==> src/rtl/button_pkg.sv <==
// button_pkg: shared types and timing defaults for the button conditioner
//   btn_state_e         : per-channel debounce FSM state
//   CLK_HZ              : system clock frequency
//   DEBOUNCE_CYCLES_DEF : 10 ms settle time at CLK_HZ
//   LONG_CYCLES_DEF     : 1 s long-press threshold at CLK_HZ
package button_pkg;
    typedef enum logic [1:0] {IDLE, ARM, DOWN, REL} btn_state_e;
    localparam int CLK_HZ = 27_000_000;
    localparam int DEBOUNCE_CYCLES_DEF = CLK_HZ / 100;
    localparam int LONG_CYCLES_DEF = CLK_HZ;
endpackage

==> src/rtl/button_conditioner_if.sv <==
// button_conditioner_if: raw pin inputs and conditioned event outputs for N buttons
//   buttons    : raw asynchronous pin levels
//   level      : debounced state, 1 = pressed
//   pressed    : 1-cycle pulse on accepted press
//   released   : 1-cycle pulse on accepted release
//   long_press : 1-cycle pulse once per long hold
//   held_long  : high from long_press until the release is accepted
//   master drives the pins, slave is the conditioner
interface button_conditioner_if #(
    parameter int N_BUTTONS = 2
);
    logic [N_BUTTONS-1:0] buttons;
    logic [N_BUTTONS-1:0] level;
    logic [N_BUTTONS-1:0] pressed;
    logic [N_BUTTONS-1:0] released;
    logic [N_BUTTONS-1:0] long_press;
    logic [N_BUTTONS-1:0] held_long;

    modport master (output buttons, input level, pressed, released, long_press, held_long);
    modport slave  (input buttons, output level, pressed, released, long_press, held_long);
endinterface

==> src/rtl/button_debounce_channel.sv <==
// button_debounce_channel: synchronise, debounce and classify one push-button
//   clk, rst_n     : clock, asynchronous active-low reset
//   button_i       : raw pin level
//   level_o        : debounced state, 1 = pressed
//   pressed_o      : 1-cycle pulse on accepted press
//   released_o     : 1-cycle pulse on accepted release
//   long_press_o   : 1-cycle pulse LONG_CYCLES after pressed_o
//   held_long_o    : high from long_press_o until release is accepted
module button_debounce_channel
    import button_pkg::*;
#(
    parameter int DEBOUNCE_CYCLES = DEBOUNCE_CYCLES_DEF,
    parameter int LONG_CYCLES     = LONG_CYCLES_DEF,
    parameter bit ACTIVE_LOW      = 1'b1
) (
    input  logic clk,
    input  logic rst_n,
    input  logic button_i,
    output logic level_o,
    output logic pressed_o,
    output logic released_o,
    output logic long_press_o,
    output logic held_long_o
);
    localparam int DW = (DEBOUNCE_CYCLES > 1) ? $clog2(DEBOUNCE_CYCLES) : 1;
    localparam int HW = $clog2(LONG_CYCLES);
    localparam logic [DW-1:0] DEB_LAST = DW'(DEBOUNCE_CYCLES - 1);
    localparam logic [HW-1:0] HOLD_LAST = HW'(LONG_CYCLES - 1);
    localparam logic IDLE_PIN = ACTIVE_LOW;

    btn_state_e    state_q, state_d;
    logic [1:0]    sync_q;
    logic [DW-1:0] deb_q, deb_d;
    logic [HW-1:0] hold_q, hold_d;
    logic          level_q, level_d, pressed_q, pressed_d, released_q, released_d;
    logic          long_q, long_d, held_q, held_d;
    logic          act;

    assign act = sync_q[1] ^ ACTIVE_LOW;

    always_comb begin
        state_d    = state_q;
        deb_d      = deb_q;
        level_d    = level_q;
        pressed_d  = 1'b0;
        released_d = 1'b0;
        // hold counter runs in DOWN and REL alike; the long pulse fires one
        // cycle after it settles on its terminal value, so exactly LONG_CYCLES
        // after pressed, and held_long keeps it from repeating
        hold_d = (level_q && hold_q != HOLD_LAST) ? hold_q + 1'b1 : hold_q;
        long_d = level_q && hold_q == HOLD_LAST && !held_q;
        held_d = held_q | long_d;
        case (state_q)
            IDLE: if (act) begin
                state_d = ARM;
                deb_d   = '0;
            end
            ARM: if (!act) state_d = IDLE;
            else if (deb_q == DEB_LAST) begin
                state_d   = DOWN;
                level_d   = 1'b1;
                pressed_d = 1'b1;
                hold_d    = '0;
            end else deb_d = deb_q + 1'b1;
            DOWN: if (!act) begin
                state_d = REL;
                deb_d   = '0;
            end
            REL: if (act) state_d = DOWN;
            else if (deb_q == DEB_LAST) begin
                // release acceptance overrides a long pulse due on the same edge
                state_d    = IDLE;
                level_d    = 1'b0;
                released_d = 1'b1;
                long_d     = 1'b0;
                held_d     = 1'b0;
            end else deb_d = deb_q + 1'b1;
            default: state_d = IDLE;
        endcase
    end

    always_ff @(posedge clk or negedge rst_n) begin
        if (!rst_n) begin
            sync_q     <= {2{IDLE_PIN}};
            state_q    <= IDLE;
            deb_q      <= '0;
            hold_q     <= '0;
            level_q    <= 1'b0;
            pressed_q  <= 1'b0;
            released_q <= 1'b0;
            long_q     <= 1'b0;
            held_q     <= 1'b0;
        end else begin
            sync_q     <= {sync_q[0], button_i};
            state_q    <= state_d;
            deb_q      <= deb_d;
            hold_q     <= hold_d;
            level_q    <= level_d;
            pressed_q  <= pressed_d;
            released_q <= released_d;
            long_q     <= long_d;
            held_q     <= held_d;
        end
    end

    assign level_o      = level_q;
    assign pressed_o    = pressed_q;
    assign released_o   = released_q;
    assign long_press_o = long_q;
    assign held_long_o  = held_q;
endmodule

==> src/rtl/button_conditioner.sv <==
// button_conditioner: N independent debounced button channels
//   clk, rst_n : clock, asynchronous active-low reset
//   bus        : raw pins in, conditioned level/pulse outputs out
module button_conditioner
    import button_pkg::*;
#(
    parameter int N_BUTTONS       = 2,
    parameter int DEBOUNCE_CYCLES = DEBOUNCE_CYCLES_DEF,
    parameter int LONG_CYCLES     = LONG_CYCLES_DEF,
    parameter bit ACTIVE_LOW      = 1'b1
) (
    input logic clk,
    input logic rst_n,
    button_conditioner_if.slave bus
);
    logic [N_BUTTONS-1:0] level, pressed, released, long_press, held_long;

    for (genvar i = 0; i < N_BUTTONS; i++) begin : g_ch
        button_debounce_channel #(
            .DEBOUNCE_CYCLES(DEBOUNCE_CYCLES),
            .LONG_CYCLES    (LONG_CYCLES),
            .ACTIVE_LOW     (ACTIVE_LOW)
        ) u_ch (
            .clk         (clk),
            .rst_n       (rst_n),
            .button_i    (bus.buttons[i]),
            .level_o     (level[i]),
            .pressed_o   (pressed[i]),
            .released_o  (released[i]),
            .long_press_o(long_press[i]),
            .held_long_o (held_long[i])
        );
    end

    assign bus.level      = level;
    assign bus.pressed    = pressed;
    assign bus.released   = released;
    assign bus.long_press = long_press;
    assign bus.held_long  = held_long;
endmodule

==> src/flat_wrapper.sv <==
// flat-port wrapper written by rule: the top's interface ports become plain ports
module button_conditioner_flat import button_pkg::*;
#(
    parameter int N_BUTTONS       = 2,
    parameter int DEBOUNCE_CYCLES = DEBOUNCE_CYCLES_DEF,
    parameter int LONG_CYCLES     = LONG_CYCLES_DEF,
    parameter bit ACTIVE_LOW      = 1'b1
)
  (clk, rst_n, bus_buttons, bus_level, bus_pressed, bus_released, bus_long_press, bus_held_long);
  button_conditioner_if #(.N_BUTTONS(N_BUTTONS)) bus_i ();
  input logic clk;
  input logic rst_n;
  input wire logic [$bits(bus_i.buttons)-1:0] bus_buttons;
  output wire logic [$bits(bus_i.level)-1:0] bus_level;
  output wire logic [$bits(bus_i.pressed)-1:0] bus_pressed;
  output wire logic [$bits(bus_i.released)-1:0] bus_released;
  output wire logic [$bits(bus_i.long_press)-1:0] bus_long_press;
  output wire logic [$bits(bus_i.held_long)-1:0] bus_held_long;
  assign bus_i.buttons = bus_buttons;
  assign bus_level = bus_i.level;
  assign bus_pressed = bus_i.pressed;
  assign bus_released = bus_i.released;
  assign bus_long_press = bus_i.long_press;
  assign bus_held_long = bus_i.held_long;
  button_conditioner #(.N_BUTTONS(N_BUTTONS), .DEBOUNCE_CYCLES(DEBOUNCE_CYCLES), .LONG_CYCLES(LONG_CYCLES), .ACTIVE_LOW(ACTIVE_LOW)) u_core (.clk(clk), .rst_n(rst_n), .bus(bus_i));
endmodule
==> config.mk <==
export PLATFORM = sky130hd
export DESIGN_NAME = button_conditioner_flat
export DESIGN_NICKNAME = d
export VERILOG_FILES = /design/src/rtl/button_pkg.sv /design/src/rtl/button_conditioner_if.sv /design/src/rtl/button_debounce_channel.sv /design/src/rtl/button_conditioner.sv /design/src/flat_wrapper.sv
export SDC_FILE = /design/constraint.sdc
export NUM_CORES = 1
export LEC_CHECK = 0
export BUFFER_PORTS_ARGS = -buffer_cell sky130_fd_sc_hd__buf_2
export CAP_MARGIN = 20
export CORE_MARGIN = 2
export CORE_UTILIZATION = 45
export DETAILED_ROUTE_END_ITERATION = 16
export PLACE_DENSITY = 0.67
export SLEW_MARGIN = 25
export SYNTH_ARGS = -nofsm -noshare
export SYNTH_HDL_FRONTEND = slang
export SYNTH_SLANG_ARGS = --single-unit
==> constraint.sdc <==
create_clock -name clk -period 3.9 [get_ports clk]
set_input_delay 0.78 -clock clk [delete_from_list [all_inputs] [get_ports clk]]
set_output_delay 0.78 -clock clk [all_outputs]
set_load 0.1 [all_outputs]
======== After elaboration in Yosys (flattened, before gate mapping) ========
Index checks and enable logic that the tools add are counted.
word-level totals
  register bits ........................... 106
  word-level logic and storage cells ...... 136
cells by class
  mux-type cells .......................... 66
  reduce and logical (&&, ||, !) cells .... 18
  add/subtract/negate cells ............... 4
  bitwise operators ....................... 2
  eq/ne operators ......................... 28
operators with widths
  cell                                                 number
  2-to-1 mux 25 bit                                    8
  2-to-1 mux 19 bit                                    10
  case mux 19 bit (4 select lines)                     2
  adder 25 x 1 -> 25 bit, second input constant        2
  equality test 25 bit, second input constant          2
  != test 25 bit, second input constant                2
  adder 19 x 1 -> 19 bit, second input constant        2
  equality test 19 bit, second input constant          2
  2-to-1 mux 1 bit                                     30
  2-to-1 mux 2 bit                                     12
  != test 2 bit, second input constant                 12
  case mux 2 bit (4 select lines)                      2
  AND reduction 4 bit                                  4
  != test 3 bit, second input constant                 4
  AND reduction 5 bit                                  2
  equality test 2 bit, second input constant           4
  logical AND 1 bit                                    6
  equality test 2 x 1 -> 1 bit, second input constant  2
  logical NOT 2 bit                                    2
  case mux 1 bit (2 select lines)                      2
  nonzero test 2 bit                                   2
  logical NOT 1 bit                                    2
  bitwise OR 1 bit                                     2

======== Logic depth before layout (Yosys ltp) ========
  depth after elaboration ................. 7
  mapped depth ............................ 7
  mapped depth without buffers ............ 6

======== Modules after synthesis ========
Synthesis repeated with hierarchy kept, for this count alone.
unflattened totals
  cells, all modules ...................... 601
  area, all modules ....................... 5642.9 µm²
modules (own cells, without submodules)
  module                                          area an instance (µm²)  seq. area each (µm²)  cells an instance  times used
  button_debounce_channel at u_core.g_ch[0].u_ch  2866.5                  1328.8                315                1
  button_debounce_channel at u_core.g_ch[1].u_ch  2776.4                  1328.8                286                1

======== Worst setup path after synthesis ========
Ideal clock, no wire load.
  path type ............................... register -> register
  from .................................... reg u_core.g_ch[1].u_ch.deb_q[0]
  to ...................................... reg u_core.g_ch[1].u_ch.deb_q[11]
  data required time ...................... 3.822 ns
  arrival ................................. 1.810 ns
  setup time .............................. 0.078 ns
  setup slack ............................. 2.012 ns
  stages on the path, launching flop included .. 8
  cell sequence ........................... dfrtp_1 ha_1 nand3_1 and4bb_2 and3_1 clkbuf_1 or3_1 a21oi_1
on the way
  cells in the longest elaborated chain, start to end .. 4
  elaborated cells between the ends (all ways) .. 6
  those cells by class .................... 1 x add/sub; 1 x eq/ne; 4 x mux
RTL lines
  item                                                            RTL line                                                      text
  start: declaration                                              button_debounce_channel.sv:33                                 logic [DW-1:0] deb_q, deb_d;
  start signal: assignment                                        button_debounce_channel.sv:86                                 deb_q <= '0;
  start signal: assignment                                        button_debounce_channel.sv:96                                 deb_q <= deb_d;
  adder 19 x 1 -> 19 bit or equality test 19 bit (tied branches)  -
  2-to-1 mux 19 bit *                                             button_debounce_channel.sv:59, button_debounce_channel.sv:70
  2-to-1 mux 19 bit, on equally long branches                     button_debounce_channel.sv:69, button_debounce_channel.sv:58
  case mux 19 bit (4 select lines) *                              button_debounce_channel.sv:53                                 case (state_q)
Mark *: on every way between the ends. The rest lies on a longest branch, timed or not. The select of a mux whose other input is x is not followed.
A chain may end at the register's enable or synchronous reset.

======== Final worst setup path ========
  from .................................... reg u_core.g_ch[1].u_ch.deb_q[15]
  to ...................................... reg u_core.g_ch[1].u_ch.hold_q[21]
on the way
  cells in the longest elaborated chain, start to end .. 4
RTL lines
  item                                RTL line                       text
  equality test 19 bit                button_debounce_channel.sv:59  else if (deb_q == DEB_LAST) begin
  2-to-1 mux 25 bit                   button_debounce_channel.sv:59
  2-to-1 mux 25 bit                   button_debounce_channel.sv:58  ARM: if (!act) state_d = IDLE;
  2-to-1 mux 25 bit                   button_debounce_channel.sv:53
  via u_core.g_ch[1].u_ch.hold_d[21]  button_debounce_channel.sv:34  logic [HW-1:0] hold_q, hold_d;
  end signal: assignment              button_debounce_channel.sv:97  hold_q <= hold_d;
  end: declaration                    button_debounce_channel.sv:34
The timed path passes the listed nets, and every way through them passes these cells.

==> qor.yml <==
outcome:
  status: "finished, final reports clean"
clock_tree:
  clock_path_buffers: 2
  post_cts_resize_count: 0
  hold_buffers: 0
  clock-sinks: 106
  htree_levels: 3
  postCtsSetupBuffers: 0
  root_buffer: "clkbuf_16"
  cts_tree: "built"
  clk_latency_ps: 360
  path_clk_slew_ps: 70
  cts_inserted_buffers: 9
routing:
  wire_per_inst_um: 14.8
  detailedRoute.firstPassIterationCount: 4
  drtAntennaViolNets: 0
  drtIter0Drc: 330
  vias: 4219
  routed_wl_um: 11200
  viasPerCell: 5.59
  drcViolationCount: 0
placed_design:
  dp_hpwl_um: 7570
  gp_congestion: 0.835
  numPortBuffers: 13
  placed_cells: 738
pwr:
  seqPwrFrac_pct: 51.7
  p_per_area_mw_per_mm2: 362
  switching_power_w: 0.000484
  irDropWorstVdd_mv: 0.204
  comb_power_share_pct: 2.6
  switching_share_pct: 22.3
  p_leak_nw: 2.56
  internal-power_w: 0.00169
  pwr-share-clk_pct: 45.7
setup_path:
  crit_path_start_kind: "flip-flop"
  crit_fanout: 16
  r2r_setup_slack_ps: 1660
  arrival_ps: 2480
  reg2reg_depth: 6
  end_kind: "flip-flop"
  critical_path_required_ps: 4140
  worstSetupPathType: "reg2reg"
logic_synthesis:
  syn_area_mm2: 0.00556
  syn_nets: 593
  synth_seq_cells: 106
  async_flop_share_pct: 100
  netlist_instances: 585
  synth_edf_count: 0
  ys_types: 62
  syn_avg_cell_area_um2: 9.50
  synth-main-ff-cell: "dfrtp_1"
  yosysSeqAreaShare_pct: 47.8
  yosys_warnings: 0
cells_and_area:
  final_cells: 755
  drive_gt1_share_pct: 9.20
  seq_area_mm2: 0.00266
  n_fill_cell: 1090
  insertedDiodeCount: 0
  area_growth_pct: 8.08
  final_cell_mix: "dfrtp_1, nor2_1, nand2_1"
  nets: 590
  final_common_cell: "dfrtp_1"
  multi_input_area_mm2: 0.00266
timing:
  timing.fmax_mhz: 447
  slew_headroom_pct: 38.6
  post-route-period-util_pct: 57.3
  finalHoldViolations: 0
  min_period_ps: 2240
  whs_ps: 358
  grt_setup_unrepaired: "false"
  final-setup-viol-count: 0
  worst_pin_slew_ps: 918
  finClkSkew_ps: 6.50
  drv_slew: 0
  tns_ps: 0
grt:
  grt_util_all_layers_pct: 18.3
  overflow: 0
  grt.busiest_layer: "met2"
  grtUsageMet3_pct: 3.06
  grt_start_max_net_pins: 60
  grt_pass1_vias: 4122
  grt_pass1_wl_um: 19400
  globalRouteMet1Util_pct: 25.1
  grt_use_met2_pct: 28.4
  antenna_found_initial: 0
floorplanning:
  die-area_mm2: 0.0133
  die_w_um: 115
  fp.coreArea_mm2: 0.0121
  num_io_pins: 14
  start_util_pct: 46.1
  rows: 40
  die_h_um: 115
hold_path:
  min_delay_path_depth: 0
  hold_path.class: "reg2reg"
flow_run:
  cap_violations: 0
==> cell usage after synthesis (all sizes together), types with 2 or more instances <==
cell | n | area, µm²
dfrtp | 102 | 2550
nor2 | 84 | 318
nand2 | 49 | 186
nand3 | 40 | 200
nand4 | 37 | 244
xor2 | 35 | 307
a21oi | 22 | 110
buf | 21 | 155
xnor2 | 21 | 184
o21ai | 19 | 95.1
nor4 | 17 | 149
and3 | 14 | 87.6
nor3 | 13 | 81.3
inv | 12 | 45.0
or3 | 12 | 75.1
clkbuf | 11 | 41.3
o31ai | 9 | 67.6
nor4b | 7 | 67.6
a31oi | 6 | 37.5
nand4b | 5 | 43.8
and2 | 4 | 25.0
and4 | 4 | 35.0
dfstp | 4 | 105
ha | 4 | 50.1
or2 | 3 | 18.8
or4 | 3 | 22.5
a211o | 2 | 18.8
a211oi | 2 | 15.0
a21o | 2 | 15.0
mux2i | 2 | 20.0
nand2b | 2 | 12.5
o41ai | 2 | 36.3
==> path summary, 6_finish.rpt <==
path                                                    start                              to
worst min register to register  u_core.g_ch[0].u_ch.sync_q[0]   u_core.g_ch[0].u_ch.sync_q[1]
max in group asynchronous                               rst_n   u_core.g_ch[1].u_ch.sync_q[1]
worst max register to register  u_core.g_ch[1].u_ch.deb_q[15]  u_core.g_ch[1].u_ch.hold_q[21]
worst min-delay path            u_core.g_ch[0].u_ch.sync_q[0]   u_core.g_ch[0].u_ch.sync_q[1]
worst max-delay path            u_core.g_ch[1].u_ch.deb_q[15]  u_core.g_ch[1].u_ch.hold_q[21]
min in group asynchronous                               rst_n  u_core.g_ch[0].u_ch.hold_q[24]
==> critical path, stage by stage, from the launching register on <==
cell and delay [ps]:
dfrtp_1 430, or3b_1 440, nor4_2 270, nand4_2 220
nor3_4 460, buf_6 240, nor2_1 70
==> power by group through the flow <==
stage | clock (W) | sequential [W] | combinational (W)
4_1_cts | 0.00102 | 0.00112 | 0.0000582
3_5_place_dp | 0 | 0.00115 | 0.0000581
3_3_place_gp | 0 | 0.00115 | 0.0000561
5_1_grt | 0.00107 | 0.00113 | 0.0000661
2_1_floorplan | 0 | 0.00114 | 0.0000304
6_report | 0.000994 | 0.00113 | 0.0000562
==> metrics by stage <==
stage          cell area (µm²)  total power [W]  utilization, %  worst slack (ps)
2_1_floorplan             5560          0.00117               -              2010
3_3_place_gp              5670          0.00120            47.0              1500
3_5_place_dp              5670          0.00120            47.0              1440
4_1_cts                   6000          0.00220            49.7              1410
5_1_grt                   6010          0.00226            49.8              1440
6_report                  6010          0.00218            49.8              1660
==> kinds of logic (layout without fill, tap and decap cells) <==
group | after synthesis | after routing | synth area share, %
adders and majority gates | 4 | 4 | 0.900
and+or+nand+nor | 301 | 301 | 29.4
DFF | 106 | 106 | 47.8
AOI/OAI and AO/OA | 71 | 71 | 8.19
buffers and inverters | 44 | 46 | 4.34
muxes | 3 | 3 | 0.563
xor gates and xnor gates | 56 | 56 | 8.82
==> routing by layer <==
| layer | wire length, µm | part of all wire, % |
|---|---|---|
| met1 | 5470 | 49 |
| met4 | 200 | 1.8 |
| met5 | 0 | 0 |
| met2 | 5130 | 46 |
| met3 | 353 | 3.2 |
==> state kept, by name, indices dropped and copies added, names as in the netlist, named ones only <==
name                           count
u_core.g_ch.u_ch.deb_q            38
u_core.g_ch.u_ch.released_o        2
u_core.g_ch.u_ch.level_o           2
u_core.g_ch.u_ch.hold_q           50
u_core.g_ch.u_ch.state_q           2
u_core.g_ch.u_ch.held_long_o       2
u_core.g_ch.u_ch.long_press_o      2
u_core.g_ch.u_ch.sync_q            4
u_core.g_ch.u_ch.pressed_o         2
==> layout make-up <==
class | instances | share of cell area (%)
repair buffers | 18 | 1.81
well taps | 168 | 3.50
clock buffers | 9 | 3.75
flip-flops and latches | 106 | 44.2
inverters | 12 | 0.750
clock inverters | 7 | 1.69
multi-input cells | 435 | 44.3
No activity file was read; power rests on OpenSTA's default activity.
